<file path="config.mk">
export PLATFORM = sky130hd
export DESIGN_NAME = race_round_ctrl
export DESIGN_NICKNAME = d
export VERILOG_FILES = /design/src/rtl/race_pkg.sv /design/src/rtl/race_step_timer.sv /design/src/rtl/race_round_ctrl.sv
export SDC_FILE = /design/constraint.sdc
export NUM_CORES = 1
export LEC_CHECK = 0
export ABC_AREA = 1
export CAP_MARGIN = 40
export CELL_PAD_IN_SITES_DETAIL_PLACEMENT = 2
export CELL_PAD_IN_SITES_GLOBAL_PLACEMENT = 2
export CORE_MARGIN = 2
export CORE_UTILIZATION = 31
export CTS_CLUSTER_DIAMETER = 80
export DETAILED_ROUTE_END_ITERATION = 8
export MAX_ROUTING_LAYER = met4
export PLACE_DENSITY = 0.86
export SYNTH_ARGS = -nofsm -noshare
export SYNTH_HDL_FRONTEND = slang
export SYNTH_SLANG_ARGS = --single-unit
</file>
<file path="constraint.sdc">
create_clock -name clk -period 3.8 [get_ports clk]
set_clock_uncertainty 0.2 [all_clocks]
set_input_delay 0.38 -clock clk [delete_from_list [all_inputs] [get_ports clk]]
set_output_delay 0.38 -clock clk [all_outputs]
set_load 0.02 [all_outputs]
</file>
<file path="src/rtl/race_pkg.sv">
// Shared encodings for the race round sequencer: FSM states, winner codes and
// the target-key LFSR definition.
package race_pkg;

  typedef enum logic [1:0] {
    StIdle  = 2'b00,
    StReady = 2'b01,
    StRace  = 2'b10,
    StDone  = 2'b11
  } race_state_e;

  localparam logic [1:0] WinNone   = 2'b00;
  localparam logic [1:0] WinPlayer = 2'b01;
  localparam logic [1:0] WinPc     = 2'b10;
  localparam logic [1:0] WinTie    = 2'b11;

  localparam int unsigned LfsrWidth = 8;
  // x^8 + x^6 + x^5 + x^4 + 1 -> feedback from bits 7, 5, 4, 3
  localparam logic [LfsrWidth-1:0] LfsrTaps = 8'hB8;

  function automatic logic [LfsrWidth-1:0] lfsr_next(input logic [LfsrWidth-1:0] s);
    return {s[LfsrWidth-2:0], ^(s & LfsrTaps)};
  endfunction

endpackage

</file>
<file path="src/rtl/race_step_timer.sv">
// Free-running period timer: counts 0..period-1 while enabled, pulses expire on
// the last count and wraps. Clear forces the count back to zero.
module race_step_timer #(
  parameter int unsigned Width = 32
) (
  input  logic             clk,
  input  logic             resetn,
  input  logic             clear,
  input  logic             enable,
  input  logic [Width-1:0] period,
  output logic             expire
);

  localparam logic [Width-1:0] One = Width'(1);

  logic [Width-1:0] count_q, count_d;

  always_comb begin
    count_d = count_q;
    expire  = 1'b0;
    if (clear) begin
      count_d = '0;
    end else if (enable) begin
      if (count_q == period - One) begin
        count_d = '0;
        expire  = 1'b1;
      end else begin
        count_d = count_q + One;
      end
    end
  end

  always_ff @(posedge clk) begin
    if (!resetn) begin
      count_q <= '0;
    end else begin
      count_q <= count_d;
    end
  end

endmodule

</file>
<file path="src/rtl/race_round_ctrl.sv">
// One race round: start countdown, LFSR target keys, player key checking, paced
// PC opponent and winner decision. All outputs come straight from flops.
module race_round_ctrl
  import race_pkg::*;
#(
  parameter int unsigned TICK_CYCLES    = 50_000_000,
  parameter int unsigned PC_STEP_CYCLES = 12_500_000,
  parameter int unsigned START_COUNT    = 3,
  parameter logic [7:0]  LFSR_SEED      = 8'hA5
) (
  input  logic       clk,
  input  logic       resetn,
  input  logic       start,
  input  logic       key_valid,
  input  logic [1:0] key_code,
  input  logic [1:0] level,
  input  logic       player_ended,
  input  logic       pc_ended,
  output logic       counters_resetn,
  output logic       player_correct,
  output logic       pc_correct,
  output logic       wrong,
  output logic [1:0] target_key,
  output logic [3:0] countdown,
  output logic [1:0] state,
  output logic [1:0] winner
);

  race_state_e          state_q, state_d;
  logic [LfsrWidth-1:0] lfsr_q, lfsr_d;
  logic [1:0]           level_q, level_d;
  logic [1:0]           target_q, target_d;
  logic [1:0]           winner_q, winner_d;
  logic [3:0]           countdown_q, countdown_d;
  logic                 cres_q, cres_d;
  logic                 player_correct_q, player_correct_d;
  logic                 pc_correct_q, pc_correct_d;
  logic                 wrong_q, wrong_d;
  logic                 tick, pc_expire;
  logic [31:0]          pc_period;

  assign pc_period = (32'd4 - 32'(level_q)) * PC_STEP_CYCLES;

  race_step_timer #(.Width(32)) u_tick_timer (
    .clk    (clk),
    .resetn (resetn),
    .clear  (state_q != StReady),
    .enable (state_q == StReady),
    .period (32'(TICK_CYCLES)),
    .expire (tick)
  );

  race_step_timer #(.Width(32)) u_pc_timer (
    .clk    (clk),
    .resetn (resetn),
    .clear  (state_q != StRace),
    .enable (state_q == StRace),
    .period (pc_period),
    .expire (pc_expire)
  );

  always_comb begin
    state_d          = state_q;
    lfsr_d           = lfsr_next(lfsr_q);
    level_d          = level_q;
    target_d         = target_q;
    winner_d         = winner_q;
    countdown_d      = countdown_q;
    cres_d           = cres_q;
    player_correct_d = 1'b0;
    pc_correct_d     = 1'b0;
    wrong_d          = 1'b0;
    case (state_q)
      StIdle: begin
        cres_d   = 1'b0;
        winner_d = WinNone;
        if (start) begin
          state_d     = StReady;
          countdown_d = 4'(START_COUNT);
          level_d     = level;
          cres_d      = 1'b1;
        end
      end
      StReady: begin
        if (tick) begin
          if (countdown_q == 4'd1) begin
            state_d     = StRace;
            countdown_d = 4'd0;
            target_d    = lfsr_q[1:0];
          end else begin
            countdown_d = countdown_q - 4'd1;
          end
        end
      end
      StRace: begin
        // Once either counter reports ended, no further pulses may reach them.
        if (player_ended || pc_ended) begin
          state_d = StDone;
          if (player_ended && pc_ended) winner_d = WinTie;
          else if (player_ended)        winner_d = WinPlayer;
          else                          winner_d = WinPc;
        end else begin
          if (key_valid) begin
            if (key_code == target_q) begin
              player_correct_d = 1'b1;
              target_d         = lfsr_q[1:0];
            end else begin
              wrong_d = 1'b1;
            end
          end
          pc_correct_d = pc_expire;
        end
      end
      StDone: begin
        if (start) begin
          state_d  = StIdle;
          winner_d = WinNone;
          cres_d   = 1'b0;
        end
      end
      default: state_d = StIdle;
    endcase
  end

  always_ff @(posedge clk) begin
    if (!resetn) begin
      state_q          <= StIdle;
      lfsr_q           <= LFSR_SEED;
      level_q          <= 2'd0;
      target_q         <= 2'd0;
      winner_q         <= WinNone;
      countdown_q      <= 4'd0;
      cres_q           <= 1'b0;
      player_correct_q <= 1'b0;
      pc_correct_q     <= 1'b0;
      wrong_q          <= 1'b0;
    end else begin
      state_q          <= state_d;
      lfsr_q           <= lfsr_d;
      level_q          <= level_d;
      target_q         <= target_d;
      winner_q         <= winner_d;
      countdown_q      <= countdown_d;
      cres_q           <= cres_d;
      player_correct_q <= player_correct_d;
      pc_correct_q     <= pc_correct_d;
      wrong_q          <= wrong_d;
    end
  end

  assign state           = state_q;
  assign target_key      = target_q;
  assign winner          = winner_q;
  assign countdown       = countdown_q;
  assign counters_resetn = cres_q;
  assign player_correct  = player_correct_q;
  assign pc_correct      = pc_correct_q;
  assign wrong           = wrong_q;

endmodule

</file>
==> summary.txt, run 1 <==
Pwr
  • Internal power: 2610 uW
  • Sw Pwr: 2280 uW
  • Gate power share: 58.8%
  • Sequential share of power: 21.4%
  • Switching share of power: 46.7%
  • Power Density: 660 nW/um^2
  • Worst vdd ir: 0.327 mV
  • Total power draw: 4890 uW
  • Clock share of power: 19.8%
  • Leakage power: 0.00305 uW

Setup path
  • Crit Path Class: reg2reg
  • Slowest cell on crit path: dfxtp_4
  • Crit-path most repeated cell: nand2_1
  • CP delay by family, top: simple AND/OR/NAND/NOR gates
  • Req. time, crit path: 3840 ps
  • Largest stage delay on the critical path: 390 ps
  • Worst setup SP type: register
  • Critical path peak fanout: 5
  • Buf+Inv Stages, Crit Path: 4
  • Critical Path End Type: register
  • Arr. time, crit path: 4230 ps

Yosys
  • Synthesized area per cell: 6.54 sq um
  • Register area share after synthesis: 30.6%
  • Ys Warns: 0
  • Main synth FF type: dfxtp_1
  • Top cell type's share of synthesized area: 30.6%
  • Count leader, synth: nand2_1
  • Post-Synthesis Cells: 881
  • Cell taking the most area after synthesis: dfxtp_1
  • Synth Cell Area: 5760 sq um
  • Synth cell types: 37
  • Most frequent cells after synthesis: nand2_1 (203), inv_1 (129), nor2_1 (106)
  • Ys async rst share: 0%
  • EDFF count, synth: 0
  • Synthesis-stage register bit count: 88
  • Area contributors post-synth: dfxtp_1 (31%), nand2_1 (13%), ha_1 (8.5%), inv_1 (8.4%), nor2_1 (6.9%)

Die
  • Initial core utilization: 31.8%
  • I/O Pins: 24
  • Die W: 140 microns
  • Die footprint: 19700 sq um
  • Die H: 140 microns
  • FP Rows: 49
  • Core area: 18100 sq um

Global routing
  • Initial antenna violation count: 0
  • GR Overflow Total: 0
  • Tot GR Track Use: 22.3%
  • Largest net degree at the start of global routing: 24
  • Vias in the first global route: 6581
  • First-pass GRT wire length: 34300 microns

Timing
  • Unrepaired setup endpoints after global routing: yes
  • Fin crit share: 110%
  • Worst-Margin Slew: 857 ps
  • Crit path time final: 4190 ps
  • Final worst slack: -393 ps
  • Fin. Hold Viols: 0
  • Final Max Tran Viols: 0
  • Hold slack final: 229 ps
  • Slew HR: 42.8%
  • Max Fclk: 0.239 GHz
  • Final setup fails: 29

Flow run
  • Max Cap Viol: 0

Detailed routing
  • Iter 0 DRT Violations: 240
  • Top Metal Used: met4
  • Vias per inst: 5.36
  • Wire length on met3: 690 microns
  • DRC viols: 0
  • First drt pass iteration count: 5
  • Post-DRT Antenna Nets: 0
  • Routed len/inst: 21.7 microns
  • Met2 wire length: 13400 microns
  • Final WL: 25800 microns
  • Vias: 6371
  • M1 WL: 10900 microns

Clock tree
  • Clock Tree Root: clkbuf_16
  • CTS tree: done
  • Hold Buf Count CTS: 0
  • H-tree depth: 3
  • TritonCTS Buffers: 9
  • Clock Path Buffers: 2
  • Clock Sinks: 88
  • Clk_lat worst skew: 350 ps
  • Clock transition at path regs: 70 ps

Final layout
  • Ratio of cells with drive above 1 in the final layout: 19.2%
  • Final net count: 1004
  • P&R area growth vs syn: 28.8%

Placed design
  • Dpl hpwl: 15200 microns
  • GP Congestion: 0.805
  • I/O Buffers: 23

Outcome
  • Status: finished with violations
  • Failing checks: negative setup slack

Worst hold path
  • Class of the worst hold path: reg2reg
==> sequential cells by signal, summed over array words and instances, names as in the netlist <==
signal	count
u_pc_timer.count_q	32
u_tick_timer.count_q	32
lfsr_q	8
countdown	4
level_q	2
state	2
target_key	2
winner	2
counters_resetn	1
pc_correct	1
player_correct	1
wrong	1
==> power groups by stage <==
stage               Sequential (uW)  Combinational, uW  Clock, uW
finish                         1050               2880        967
floorplan                      1100               1370          0
global route                   1060               3090       1020
CTS                            1050               2320        981
detailed placement             1060               2100          0
global placement               1060               1980          0
==> metal layers <==
metal	up-vias	GRT usage, %
met5	-	-
met4	0	3.83
met3	54	3.38
met2	131	39.8
met1	3213	26.9
li1	2973	-
==> final cells by class <==
class	count	area, sq um
antenna	1	2.50
clock buffer	10	239
clock inverter	6	75.1
fill	2142	10700
inverter	134	510
multi-input combinational	650	3850
sequential	88	1770
tap	229	287
timing repair buffer	71	681
==> logic make-up after synthesis <==
| logic type | share of synthesized area, % |
|---|---|
| compound gates | 8.71 |
| xor+xnor | 3.19 |
| fa+ha+maj | 8.82 |
| buf+inv | 9.91 |
| flops | 30.6 |
| other cells | 0.0651 |
| simple gates | 38.7 |
==> per-stage QoR <==
stage	setup TNS (ps)	util, %	setup WS [ps]	instances	area, sq um
after floorplan	0	-	21.4	883	5830
after global placement	0	35.9	69.2	1152	6490
after detailed placement	-3100	35.9	-128	1152	6490
after CTS	0	39.1	53.7	1177	7080
after global routing	-14440	41.0	-549	1188	7410
final	-9920	41.0	-393	1189	7410
==> path summary, 6_finish.rpt <==
check              from                endpoint  slack, ps  cells after the start
max          level_q[0]  u_pc_timer.count_q[15]       -390                     25
min           lfsr_q[6]               lfsr_q[7]        230                      1
max reg2reg  level_q[0]  u_pc_timer.count_q[15]       -390                     25
min reg2reg   lfsr_q[6]               lfsr_q[7]        230                      1
==> layout by cell type, fill, tap and decap left out, drive strengths merged <==
master and count:
nand2 208, inv 135, nor2 126, dfxtp 88
nand3 85, buf 47, a21oi 40, ha 39
nor3 36, o21ai 35, clkdlybuf4s50 23, nand4 18
xor2 13, or2 12, clkbuf 11, nor4 8
xnor2 8, o21a 5, nor3b 3, conb 3
clkinv 3, a211oi 2, a2bb2oi 2, a31oi 2
diode 1, a221oi 1, a21boi 1, o221ai 1
o211ai 1, fa 1, bufinv 1, clkinvlp 1
==> what timing repair did <==
action                                 CTS  global route
endpoints found under the hold margin    0             0
setup endpoints to repair               28            29
setup buffers                            7            10
gates cloned                             2             1
pin swaps                                8            42
gates resized for setup                 38            58
Note: power is estimated with default switching activity, not from simulation.
==> run 2: changes to the inputs <==
GPL_ROUTABILITY_DRIVEN = 0   (was not set)
==> results of run 2 <==
Same layout as run 1: the final DEF is identical, and so are final timing and power.
==> run 3: changes to the inputs <==
ABC_AREA = not set   (was 1)
CORE_UTILIZATION = 34   (was 31)
PLACE_DENSITY = 0.85   (was 0.86)
==> summary.txt, run 3 <==
Outcome
  • Status: finished with violations
  • Failing checks: negative setup slack

Detailed routing
  • Vias per inst: 6.06 (+13%)
  • Routed len/inst: 31.0 microns (+43%)
  • Final WL: 27400 microns (+6.3%)
  • First drt pass iteration count: 6 (+1)
  • Post-DRT Antenna Nets: 0 (unchanged)
  • Vias: 5365 (-16%)
  • Iter 0 DRT Violations: 310 (+29%)
  • DRC viols: 0 (unchanged)

Clock tree
  • Clock transition at path regs: 70 ps (about the same)
  • Clock Sinks: 88 (unchanged)
  • Clock Tree Root: clkbuf_16
  • Clk_lat worst skew: 360 ps (about the same)
  • Clock Path Buffers: 2 (unchanged)
  • H-tree depth: 3 (unchanged)
  • TritonCTS Buffers: 9 (unchanged)
  • CTS tree: done

Yosys
  • Ys async rst share: 0% (unchanged)
  • Register area share after synthesis: 34.7% (+4.1 points)
  • Main synth FF type: dfxtp_1
  • Top cell type's share of synthesized area: 34.7% (+4.1 points)
  • Area contributors post-synth: dfxtp_1 (35%), ha_1 (9.6%), xor2_1 (8.3%), xnor2_1 (5.9%), nor2_1 (5.1%)
  • Synthesis-stage register bit count: 88 (unchanged)
  • EDFF count, synth: 0 (unchanged)
  • Most frequent cells after synthesis: dfxtp_1 (88), nor2_1 (69), xor2_1 (48)
  • Synthesized area per cell: 8.48 sq um (+30%)
  • Synth Cell Area: 5070 sq um (-12%)
  • Cell taking the most area after synthesis: dfxtp_1
  • Synth cell types: 55 (+49%)
  • Ys Warns: 0 (unchanged)
  • Post-Synthesis Cells: 598 (-32%)
  • Count leader, synth: dfxtp_1

Die
  • Initial core utilization: 34.9% (+3.1 points)
  • Die W: 126 microns (-10%)
  • Die H: 126 microns (-10%)
  • Die footprint: 15900 sq um (-19%)
  • Core area: 14500 sq um (-20%)
  • FP Rows: 44 (-10%)
  • I/O Pins: 24 (unchanged)

Setup path
  • Arr. time, crit path: 5080 ps (+850 ps)
  • Critical path peak fanout: 7 (+2)
  • Crit Path Class: reg2reg
  • Critical Path End Type: register
  • Worst setup SP type: register
  • Setup crit start: level_q[0]
  • RR Startpoint: level_q[0]
  • Req. time, crit path: 3810 ps (-30 ps)

Global routing
  • First-pass GRT wire length: 36500 microns (+6.3%)
  • Largest net degree at the start of global routing: 33 (+38%)
  • Initial antenna violation count: 1 (+1)
  • GR Overflow Total: 0 (unchanged)
  • Tot GR Track Use: 31.1% (+8.9 points)
  • Vias in the first global route: 6014 (-8.6%)

Timing
  • Setup TNS: -35340 ps (-25410 ps)
  • Final worst slack: -1270 ps (-880 ps)
  • Crit path time final: 5070 ps (+880 ps)
  • Fin. Hold Viols: 0 (unchanged)
  • Slew HR: 31.9% (-11 points)
  • Max Fclk: 0.197 GHz (-17%)
  • Unrepaired setup endpoints after global routing: yes
  • Final setup fails: 29 (unchanged)
  • Hold slack final: 245 ps (+16.2 ps)
  • Final Max Tran Viols: 0 (unchanged)
  • Fin crit share: 133% (+23 points)
  • Worst-Margin Slew: 1010 ps (+155 ps)

Final layout
  • Final Cell Area: 6930 sq um (-6.5%)
  • Most frequent cells in the layout: dfxtp_1 (86), buf_4 (74), nor2_1 (66), xor2_1 (46), nand2_1 (41)
  • Ratio of cells with drive above 1 in the final layout: 23.0% (+3.8 points)
  • Final net count: 745 (-26%)
  • Commonest non-fill, non-tap cell in the layout: dfxtp_1
  • Layout fillers: 1525 (-29%)
  • Post-layout utilization of the core: 47.7% (+6.7 points)
  • Top Registers: u_pc_timer.count_q: 32 flops, u_tick_timer.count_q: 32 flops, lfsr_q: 8 flops
  • P&R area growth vs syn: 36.6%

Placed design
  • Dpl cell area: 5940 sq um (-8.5%)
  • Dpl hpwl: 13400 microns (-12%)
  • I/O Buffers: 23 (unchanged)
  • Pre-CTS setup slack: -1330 ps (-1200 ps)

Worst hold path
  • Class of the worst hold path: reg2reg
  • HP Start: u_tick_timer.count_q[0]

Pwr
  • Power Density: 669 nW/um^2 (+1.4%)
  • Leakage power: 0.00251 uW (-18%)
  • Worst vdd ir: 0.395 mV (+21%)

Flow run
  • Max Cap Viol: 0 (unchanged)
==> run 3: cells by family (layout without fill, tap and decap cells) <==
family	Yosys count	in the layout	share of synthesized area (%)
muxes	4	4	0.789
AOI/OAI and AO/OA	60	60	8.11
xor gates and xnor gates	84	84	15.0
and+or+nand+nor	273	273	27.4
other	1	4	0.0739
adders and majority gates	40	40	10.0
DFF	88	88	34.7
buffers and inverters	48	148	3.82
==> run 3: repair_timing <==
item	CTS	global route
gates cloned	2	1
gates resized for setup	34	45
hold buffers	0	0
pin swaps	25	27
buffers inserted	13	14
endpoints found under the hold margin	0	0
endpoints found under the setup margin	29	29
==> run 3: power by group <==
group	internal [uW]	switching [uW]
logic	1180	1470
registers	985	75.6
clock network	514	412
total	2680	1950
==> run 3: area by class of cell <==
cell class                 instances  area, sq um  area share, %
inverter                          28          115           1.66
multi-input combinational        464         3610           52.1
tap                              184          230           3.32
clock inverter                     4         53.8          0.776
timing repair buffer             104          911           13.1
sequential                        88         1770           25.5
clock buffer                      12          236           3.41
antenna                            1         2.50         0.0361
==> run 3: metal layers <==
metal	up-vias	wire length [microns]	track usage, %
met3	153	1410	6.24
li1	2267	-	-
met2	309	13700	54.9
met1	2636	9770	30.9
met5	-	0	-
met4	0	2510	21.0
==> run 3: critical path, stage by stage, from the launching register on <==
cell,delay (ps)
dfxtp_4,400
inv_6,40
ha_4,350
xor2_4,290
nand2_2,140
inv_4,110
buf_4,140
ha_4,230
ha_4,170
ha_4,160
or3_4,390
a31o_4,280
a41oi_2,200
buf_4,150
buf_4,120
xnor3_1,290
nor4_4,250
nand4_1,220
a311oi_4,340
buf_4,200
buf_8,150
nor3_2,90
==> run 3: path summary, 6_finish.rpt <==
path	endpoint	slack, ps	cells past startpoint
min	u_tick_timer.count_q[0]	240	1
min reg2reg	u_tick_timer.count_q[0]	240	1
max reg2reg	u_pc_timer.count_q[10]	-1270	21
max	u_pc_timer.count_q[10]	-1270	21
==> run 3: metrics by stage <==
step                instances  total power, uW
global placement          840             2670
finish                    885             4630
detailed placement        840             2840
CTS                       871             3930
global route              885             4790
floorplan                 600             2090
